===== config.mk =====
export PLATFORM = sky130hd
export DESIGN_NAME = stream_mux_rr
export DESIGN_NICKNAME = d
export VERILOG_FILES = /design/src/rtl/stream_mux_rr.sv
export SDC_FILE = /design/constraint.sdc
export NUM_CORES = 1
export LEC_CHECK = 0
export CAP_MARGIN = 0
export CORE_ASPECT_RATIO = 0.75
export CORE_MARGIN = 2
export CORE_UTILIZATION = 40
export CTS_CLUSTER_DIAMETER = 50
export CTS_CLUSTER_SIZE = 16
export DETAILED_ROUTE_END_ITERATION = 12
export PLACE_DENSITY = 0.76
export SETUP_SLACK_MARGIN = 0.3
export SLEW_MARGIN = 10
export SYNTH_ARGS = -nofsm -noshare
export SYNTH_HDL_FRONTEND = slang
export SYNTH_SLANG_ARGS = --single-unit

===== constraint.sdc =====
create_clock -name clk -period 6.6 [get_ports clk]
set_input_delay 1.65 -clock clk [delete_from_list [all_inputs] [get_ports clk]]
set_output_delay 1.65 -clock clk [all_outputs]
set_load 0.01 [all_outputs]

===== src/rtl/stream_mux_rr.sv =====
// stream_mux_rr: N-channel valid/ready stream mux with fixed or round-robin select and one registered output slot.
module stream_mux_rr #(
  parameter int WIDTH = 3,
  parameter int N_CH  = 4,
  parameter int SEL_W = 2
) (
  input  logic                  clk,
  input  logic                  rst_n,
  input  logic                  en,
  input  logic                  mode,
  input  logic [SEL_W-1:0]      se,
  input  logic [N_CH*WIDTH-1:0] in_data,
  input  logic [N_CH-1:0]       in_valid,
  output logic [N_CH-1:0]       in_ready,
  output logic [WIDTH-1:0]      out_data,
  output logic [SEL_W-1:0]      out_ch,
  output logic                  out_valid,
  input  logic                  out_ready
);
  logic [WIDTH-1:0] out_data_q, out_data_d;
  logic [SEL_W-1:0] out_ch_q, out_ch_d, last_ch_q, last_ch_d, gnt;
  logic             out_valid_q, out_valid_d, gnt_v, slot_free, load;
  always_comb begin
    gnt_v = 1'b0;
    gnt   = '0;
    if (!mode) begin
      for (int i = 0; i < N_CH; i++)
        if (se == SEL_W'(i) && in_valid[i]) begin
          gnt_v = 1'b1;
          gnt   = SEL_W'(i);
        end
    end else begin
      // walk the scan order backwards so the earliest valid channel after last_ch wins
      for (int k = N_CH; k >= 1; k--)
        if (in_valid[(int'(last_ch_q) + k) % N_CH]) begin
          gnt_v = 1'b1;
          gnt   = SEL_W'((int'(last_ch_q) + k) % N_CH);
        end
    end
  end
  assign slot_free = !out_valid_q || out_ready;
  assign load      = en && slot_free && gnt_v;
  assign in_ready  = (rst_n && load) ? (N_CH'(1) << gnt) : '0;
  always_comb begin
    out_valid_d = load ? 1'b1 : (out_ready ? 1'b0 : out_valid_q);
    out_data_d  = load ? in_data[int'(gnt)*WIDTH +: WIDTH] : out_data_q;
    out_ch_d    = load ? gnt : out_ch_q;
    last_ch_d   = (load && mode) ? gnt : last_ch_q;
  end
  always_ff @(posedge clk or negedge rst_n) begin
    if (!rst_n) begin
      out_valid_q <= 1'b0;
      out_data_q  <= '0;
      out_ch_q    <= '0;
      last_ch_q   <= SEL_W'(N_CH - 1);
    end else begin
      out_valid_q <= out_valid_d;
      out_data_q  <= out_data_d;
      out_ch_q    <= out_ch_d;
      last_ch_q   <= last_ch_d;
    end
  end
  assign out_valid = out_valid_q;
  assign out_data  = out_data_q;
  assign out_ch    = out_ch_q;
endmodule


==> flow_results.org, run 1 <==
** Logic synthesis
- The post-synthesis compound-gate area fraction is 0.2247.
- Post-synth ARST share :: 1.000
- Synthesis produced a netlist whose cell count is 89.
- Of the total synthesized cell area, the portion taken by AND, OR, NAND and NOR gates is 0.2342.
- Share of cell area taken by muxes after synthesis :: 0.2168
- Combined area of all synthesized cells :: 790.8 um^2
- The synthesized design contains 0 enable-type register cells.
- Sequential element share of the synthesized area :: 0.2563
- Counting every net in the synthesized netlist gives 112.
- Count of cell types in the netlist :: 31
- Of the total synthesized cell area, the portion taken by XOR and XNOR cells is 0.
- Largest family of logic cells by synthesized area :: simple AND/OR/NAND/NOR gates
- Number of warning messages in the yosys log :: 0
- Of the total synthesized cell area, the portion taken by full adders, half adders and majority gates is 0.
- Number of flip-flops and latches in the synthesized netlist :: 8
- Mean instance size in the synthesized netlist :: 8.885 um^2
- Most used DFF post-synth :: sky130_fd_sc_hd__dfrtp_1

** Layout
- Relative area change from synthesis to final layout :: 40.98%
- Antenna cells :: 0
- Filler cell count :: 161
- Of the cells placed in the final design, the portion with a size suffix greater than 1 is 0.1667.
- Count of nets after finishing :: 144
- The library cells used most frequently in the layout, excluding fill and tap cells, are sky130_fd_sc_hd__clkdlybuf4s50_1, sky130_fd_sc_hd__o21ai_0, sky130_fd_sc_hd__a21oi_1, sky130_fd_sc_hd__mux2_2, sky130_fd_sc_hd__mux2i_1.
- Commonest non-fill, non-tap cell in the layout :: sky130_fd_sc_hd__clkdlybuf4s50_1

** Clock tree
- Number of hold buffers added after CTS :: 0
- The number of gates resized after CTS was 0.
- In this run the number of H-tree levels came out at 1.
- Number of clock sinks seen by CTS :: 8
- Buffers added to address setup during post-CTS repair amount to 0.
- TritonCTS built the clock tree.
- Clock latency on the worst-skew pair :: 0.26 ns
- After clock tree synthesis, the clock-pin slew on the worst setup and hold paths is 0.06 ns.
- The longest clock path from root to sink contains 2 buffers.
- In this run the clock root is driven by a sky130_fd_sc_hd__clkbuf_4.
- Num CTS Buffers :: 3

** Route
- Vias :: 832
- Once detail routing completed, the nets flagged for antenna violations numbered 0.
- Residual DRC count :: 0
- Drt first pass iters :: 4
- Starting DRT DRC Count :: 26
- The routed design has 2198 um of wire.
- WL/cell :: 15.48 um
- Dividing the detail-routed via count by the number of cells gives 5.859.

** GRT
- Entering global routing, the biggest net connects 13 pins.
- All-layer global routing usage :: 0.1936
- The first global-routing pass estimated 3588 um of wire.
- Via count of the first global-routing pass :: 834
- Leftover overflow at the end of global routing :: 0
- The initial antenna violation count was 0.

** Die
- Die outline height :: 42.51 um
- Boundary Pins :: 33
- Floorplan row count :: 13
- From left edge to right edge, the die measures 55.34 um.
- Area enclosed by the die boundary :: 2352 um^2
- The core region is 1789 um^2.
- The initial utilization of the core area, before any placement, comes to 0.4420.

** Power and ir drop
- In this run the power density over the cells is 210.9 nW/um^2.
- Across the VDD grid, the largest voltage drop is 0.1252 mV.
- Pleak :: 0.4414 nW

** Place
- Routability-driven placement congestion ratio :: 0.9002
- Port buffer count :: 32
- Prior to clock tree synthesis, the placed netlist has a worst setup slack of 0.9676 ns.
- Detailed placement HPWL :: 1712 um

** Timing
- Setup violations remaining at the end of the flow were counted as 0.
- Peak Freq :: 177.5 MHz
- Slew at the pin with the worst max-slew slack :: 0.7330 ns
- The count of final max-slew check failures was 0.
- Relative slew margins :: 0.5036
- Post-route clock period utilization :: 0.8537
- In the post-route analysis, the smallest setup slack over all paths is 0.9655 ns.
- Number of hold violations in the final report :: 0
- For the final routed database, the setup TNS stands at 0 ns.
- Clock Skew :: 0.01012 ns
- Unrepaired setup endpoints after global routing :: false
- Hold is met by 0.5009 ns.
- Shortest clock period the worst path allows after layout :: 5.635 ns

** Worst setup path
- Worst-path fanout max :: 12
- Required time of the worst setup path :: 4.95 ns
- STA classifies the critical path endpoint as an output port.
- The worst setup path is launched from an input port.
- Worst endpoint data arrival time :: 3.98 ns
- The worst setup path is of the input port to output port kind.

** Run
- Max-cap violations in this run came to 0.

** Min path
- Class of the most critical hold timing path :: flop to flop

** Outcome
- Outcome :: finished, final reports clean
==> worst paths after layout <==
path	slack [ns]	startpoint	depth (start not counted)	to
hold reg to reg	0.50	out_data[0]	2	out_data[0]
setup / recovery	0.97	se[0]	7	in_ready[2]
min in group asynchronous	1.70	rst_n	1	out_data[0]
max in group asynchronous	4.56	rst_n	1	last_ch_q[0]
setup reg to reg	4.89	last_ch_q[1]	5	out_data[2]
hold / removal	0.50	out_data[0]	2	out_data[0]
==> synthesized netlist by cell type, types with 2 or more instances <==
| master | instances | area share |
|---|---|---|
| sky130_fd_sc_hd__nand3_1 | 4 | 0.025 |
| sky130_fd_sc_hd__and3b_2 | 2 | 0.025 |
| sky130_fd_sc_hd__dfstp_2 | 2 | 0.066 |
| sky130_fd_sc_hd__buf_6 | 4 | 0.057 |
| sky130_fd_sc_hd__a22o_1 | 3 | 0.033 |
| sky130_fd_sc_hd__mux2i_1 | 7 | 0.089 |
| sky130_fd_sc_hd__o21ai_0 | 8 | 0.051 |
| sky130_fd_sc_hd__dfrtp_1 | 6 | 0.19 |
| sky130_fd_sc_hd__nor2b_1 | 2 | 0.016 |
| sky130_fd_sc_hd__a21o_1 | 2 | 0.019 |
| sky130_fd_sc_hd__nand2b_1 | 3 | 0.024 |
| sky130_fd_sc_hd__nor3_1 | 3 | 0.019 |
| sky130_fd_sc_hd__nand2_1 | 6 | 0.028 |
| sky130_fd_sc_hd__o211ai_1 | 3 | 0.028 |
| sky130_fd_sc_hd__a21oi_1 | 8 | 0.051 |
| sky130_fd_sc_hd__mux2_2 | 7 | 0.10 |
| sky130_fd_sc_hd__nor2_1 | 5 | 0.024 |
==> worst max-delay path: stages <==
cell and delay [ns]:
sky130_fd_sc_hd__clkdlybuf4s50_1 0.62, sky130_fd_sc_hd__mux4_2 0.54, sky130_fd_sc_hd__mux2_2 0.29, sky130_fd_sc_hd__and2_4 0.21
sky130_fd_sc_hd__nand2_1 0.09, sky130_fd_sc_hd__nor3_1 0.07, sky130_fd_sc_hd__clkdlybuf4s50_1 0.51
==> kinds of logic after synthesis <==
family | after synthesis
AOI/OAI and AO/OA | 28
muxes | 15
and+or+nand+nor | 32
DFF | 8
buffers and inverters | 6
==> metrics by stage <==
step | instances | power, W | cell area [um^2] | utilization
after floorplan | 89 | 0.0001473 | 790.8 | -
after global placement | 138 | 0.0001910 | 1089 | 0.6084
after detailed placement | 138 | 0.0001936 | 1089 | 0.6084
after CTS | 142 | 0.0002365 | 1115 | 0.6231
after global routing | 142 | 0.0002504 | 1115 | 0.6231
final | 142 | 0.0002351 | 1115 | 0.6231
==> final cells by class <==
class,count,area [um^2],share of cell area
repair buffers,32,320.3,0.2873
well taps,22,27.53,0.02469
multi-input cells,75,534.3,0.4792
clock buffers,4,26.28,0.02357
flip-flops and latches,8,202.7,0.1818
inverters,1,3.754,0.003367
==> power breakdown <==
group / total [W] / internal, W / switching [W]
logic: 0.000119 / 0.0000650 / 0.0000535
registers: 0.0000753 / 0.0000659 / 0.00000935
clock network: 0.0000414 / 0.0000232 / 0.0000181
total: 0.000235 / 0.000154 / 0.0000810
==> metal layers <==
layer / track usage / part of all wire / up-vias
li1: - / - / 397
met1: 0.2383 / 0.42 / 391
met2: 0.3190 / 0.50 / 38
met3: 0.06790 / 0.064 / 6
met4: 0.05854 / 0.016 / 0
met5: 0 / 0 / -
==> flip-flops by register name, indices dropped and copies added (netlist names) <==
signal     cells
out_ch         2
last_ch_q      2
out_valid      1
out_data       3
No activity file was read; power rests on OpenSTA's default activity.
==> run 2, diff against run 1 <==
ABC_CLOCK_PERIOD_IN_PS = 6600   (was unset)
==> results of run 2 <==
Same layout as run 1: the final DEF is identical, and so are final timing and power.
==> run 3, diff against run 2 <==
PLACE_DENSITY = unset   (was 0.76)
PLACE_DENSITY_LB_ADDON = 0.2   (was unset)
==> flow_results.org, run 3 (same netlist as run 1, synthesis figures left out) <==
** Outcome
- Outcome: finished, final reports clean (unchanged).

** Layout
- Count of nets after finishing :: 144 (unchanged)
- Commonest non-fill, non-tap cell in the layout :: sky130_fd_sc_hd__clkdlybuf4s50_1 (unchanged)
- Ratio of cells with drive above 1 in the final layout :: 0.1667 (unchanged)
- Area of all placed cells without fillers :: 1115 um^2 (unchanged)
- The flip-flop count of the largest register after layout came to 3 (unchanged).
- Utilization after layout :: 0.6231 (unchanged)
- Relative area change from synthesis to final layout :: 40.98% (unchanged)
- Most used cells in the layout excluding fill and tap cells: sky130_fd_sc_hd__clkdlybuf4s50_1, sky130_fd_sc_hd__o21ai_0, sky130_fd_sc_hd__a21oi_1, sky130_fd_sc_hd__mux2_2, sky130_fd_sc_hd__mux2i_1 (unchanged).
- The number of antenna diodes was 0 (unchanged).

** Timing
- The number of setup violations in the final report is 0 (unchanged).
- The total negative setup slack came to 0 ns (unchanged).
- Slew at the pin with the worst max-slew slack :: 0.7369 ns (was 0.7330 ns)
- The count of final max-slew check failures came to 0 (unchanged).
- Post-route clock period utilization :: 0.8501 (was 0.8537)
- Clock Skew :: 0.008545 ns (was 0.01012 ns)
- The headroom to the max-slew limit is 0.5009 (was 0.5036).
- The hold slack is 0.5180 ns (was 0.5009 ns).
- The number of hold violations in the final report came to 0 (unchanged).
- Peak Freq :: 178.2 MHz (was 177.5 MHz)
- Unrepaired setup endpoints after global routing :: false (unchanged)
- Shortest clock period the worst path allows after layout :: 5.610 ns (was 5.635 ns)

** Clock tree
- The clock latency on the worst-skew pair came to 0.26 ns (about the same).
- The number of resized instances in the post-cts repair step is 0 (unchanged).
- The TritonCTS sink count came to 8 (unchanged).
- TritonCTS clock tree :: built (unchanged)
- Number of hold buffers added after CTS :: 0 (unchanged)
- The number of clock buffers inserted by TritonCTS came to 3 (unchanged).
- The number of levels in the clock H-tree came to 1 (unchanged).
- The register clock-pin slew on the reported worst setup and hold paths came to 0.06 ns (about the same).
- The buffers inserted during post-CTS setup optimization was 0 (unchanged).
- Bufs on Longest Clock Path :: 2 (unchanged)
- Cell at the root of the clock tree :: sky130_fd_sc_hd__clkbuf_4 (unchanged)

** Worst setup path
- Kind of critical path :: input port to output port (unchanged)
- The largest driver fanout on the critical path came to 12 (unchanged).
- The endpoint kind of the worst setup timing path is an output port (unchanged).
- The startpoint kind of the worst setup timing path is an input port (unchanged).
- The arrival time reported for the critical path endpoint came to 3.96 ns (was 3.98 ns).
- The critical path data required time was 4.95 ns (about the same).

** Power and ir drop
- Pwr/cell area :: 210.1 nW/um^2 (was 210.9 nW/um^2)
- Worst IR drop on VDD :: 0.1515 mV (was 0.1252 mV)
- The static leakage is 0.4414 nW (unchanged).

** Run
- Count of max-cap constraint violations :: 0 (unchanged)

** Route
- The detailed-routing iteration count for the pre-antenna-repair pass came to 4 (unchanged).
- The number of DRC violations after detailed routing was 0 (unchanged).
- The via-per-instance ratio is 5.761 (was 5.859).
- The total routed wirelength came to 2060 um (was 2198 um).
- Antenna Violating Nets Remaining :: 0 (unchanged)
- The number of vias in the routed layout came to 818 (was 832).
- Starting DRT DRC Count :: 27 (was 26)
- The routed length per placed instance is 14.51 um (was 15.48 um).

** GRT
- The via count of the first global-routing pass was 731 (was 834).
- Initial antenna violation count :: 0 (unchanged)
- The overall overflow remaining after global route was 0 (unchanged).
- The pin count of the biggest net entering global routing is 13 (unchanged).
- The global routing usage summed across all routing layers was 0.1777 (was 0.1936).
- The global-route wire length before repair was 3305 um (was 3588 um).

** Place
- The number of port buffers is 32 (unchanged).
- The placer congestion estimate was 0.8249 (was 0.9002).
- The detailed-placement wirelength estimate is 1621 um (was 1712 um).
- The post-placement cell area was 1089 um^2 (unchanged).

** Die
- The die area was 2352 um^2 (unchanged).
- Starting Density :: 0.4420 (unchanged)
- The number of top-level design ports is 33 (unchanged).
- Die Width :: 55.34 um (unchanged)
- Die outline height :: 42.51 um (unchanged)
- Floorplan row count :: 13 (unchanged)
- The core outline area came to 1789 um^2 (unchanged).

** Min path
- The class of the tightest hold or removal check was flop to flop (unchanged).
-- run 3: cell counts in the layout (fill, tap and decap cells not counted) --
Identical to the previous run, type by type.
-- run 3: layout make-up --
class / count / area, um^2
well taps: 22 / 27.53
flip-flops and latches: 8 / 202.7
clock buffers: 4 / 26.28
inverters: 1 / 3.754
fillers: 175 / 674.4
repair buffers: 32 / 320.3
multi-input cells: 75 / 534.3
-- run 3: per-layer routing --
metal	track usage	part of all wire	vias to the layer above	routed length, um
li1	-	-	397	-
met1	0.2453	0.48	377	989
met2	0.2810	0.45	40	925
met3	0.04938	0.063	4	129
met4	0.02927	0.0078	0	16
met5	0	0	-	0
-- run 3: per-stage QoR --
step	worst slack [ns]	total power (W)	instances
after detailed placement	0.9878	0.0001926	138
after CTS	0.9834	0.0002346	142
after global placement	0.9918	0.0001900	138
final	0.9896	0.0002342	142
after floorplan	1.999	0.0001473	89
after global routing	0.7764	0.0002490	142
-- run 3: worst max-delay path, cell delays in order --
cell                              delay (ns)
sky130_fd_sc_hd__clkdlybuf4s50_1        0.63
sky130_fd_sc_hd__mux4_2                 0.53
sky130_fd_sc_hd__mux2_2                 0.30
sky130_fd_sc_hd__and2_4                 0.21
sky130_fd_sc_hd__nand3_1                0.11
sky130_fd_sc_hd__nor2_1                 0.05
sky130_fd_sc_hd__clkdlybuf4s50_1        0.48
-- run 3: power breakdown --
part           switching, W  internal (W)   total, W
Sequential       0.00000975     0.0000659  0.0000757
Clock             0.0000181     0.0000232  0.0000413
Combinational     0.0000523     0.0000649   0.000117
Total             0.0000801      0.000154   0.000234
-- run 3: worst paths after layout --
path | start | end | slack, ns | cells past startpoint
max | se[0] | in_ready[1] | 0.99 | 7
min | out_valid | out_valid | 0.52 | 2
max reg2reg | last_ch_q[1] | out_data[0] | 4.89 | 5
min reg2reg | out_valid | out_valid | 0.52 | 2
max in group asynchronous | rst_n | last_ch_q[0] | 4.58 | 1
min in group asynchronous | rst_n | out_data[2] | 1.69 | 1
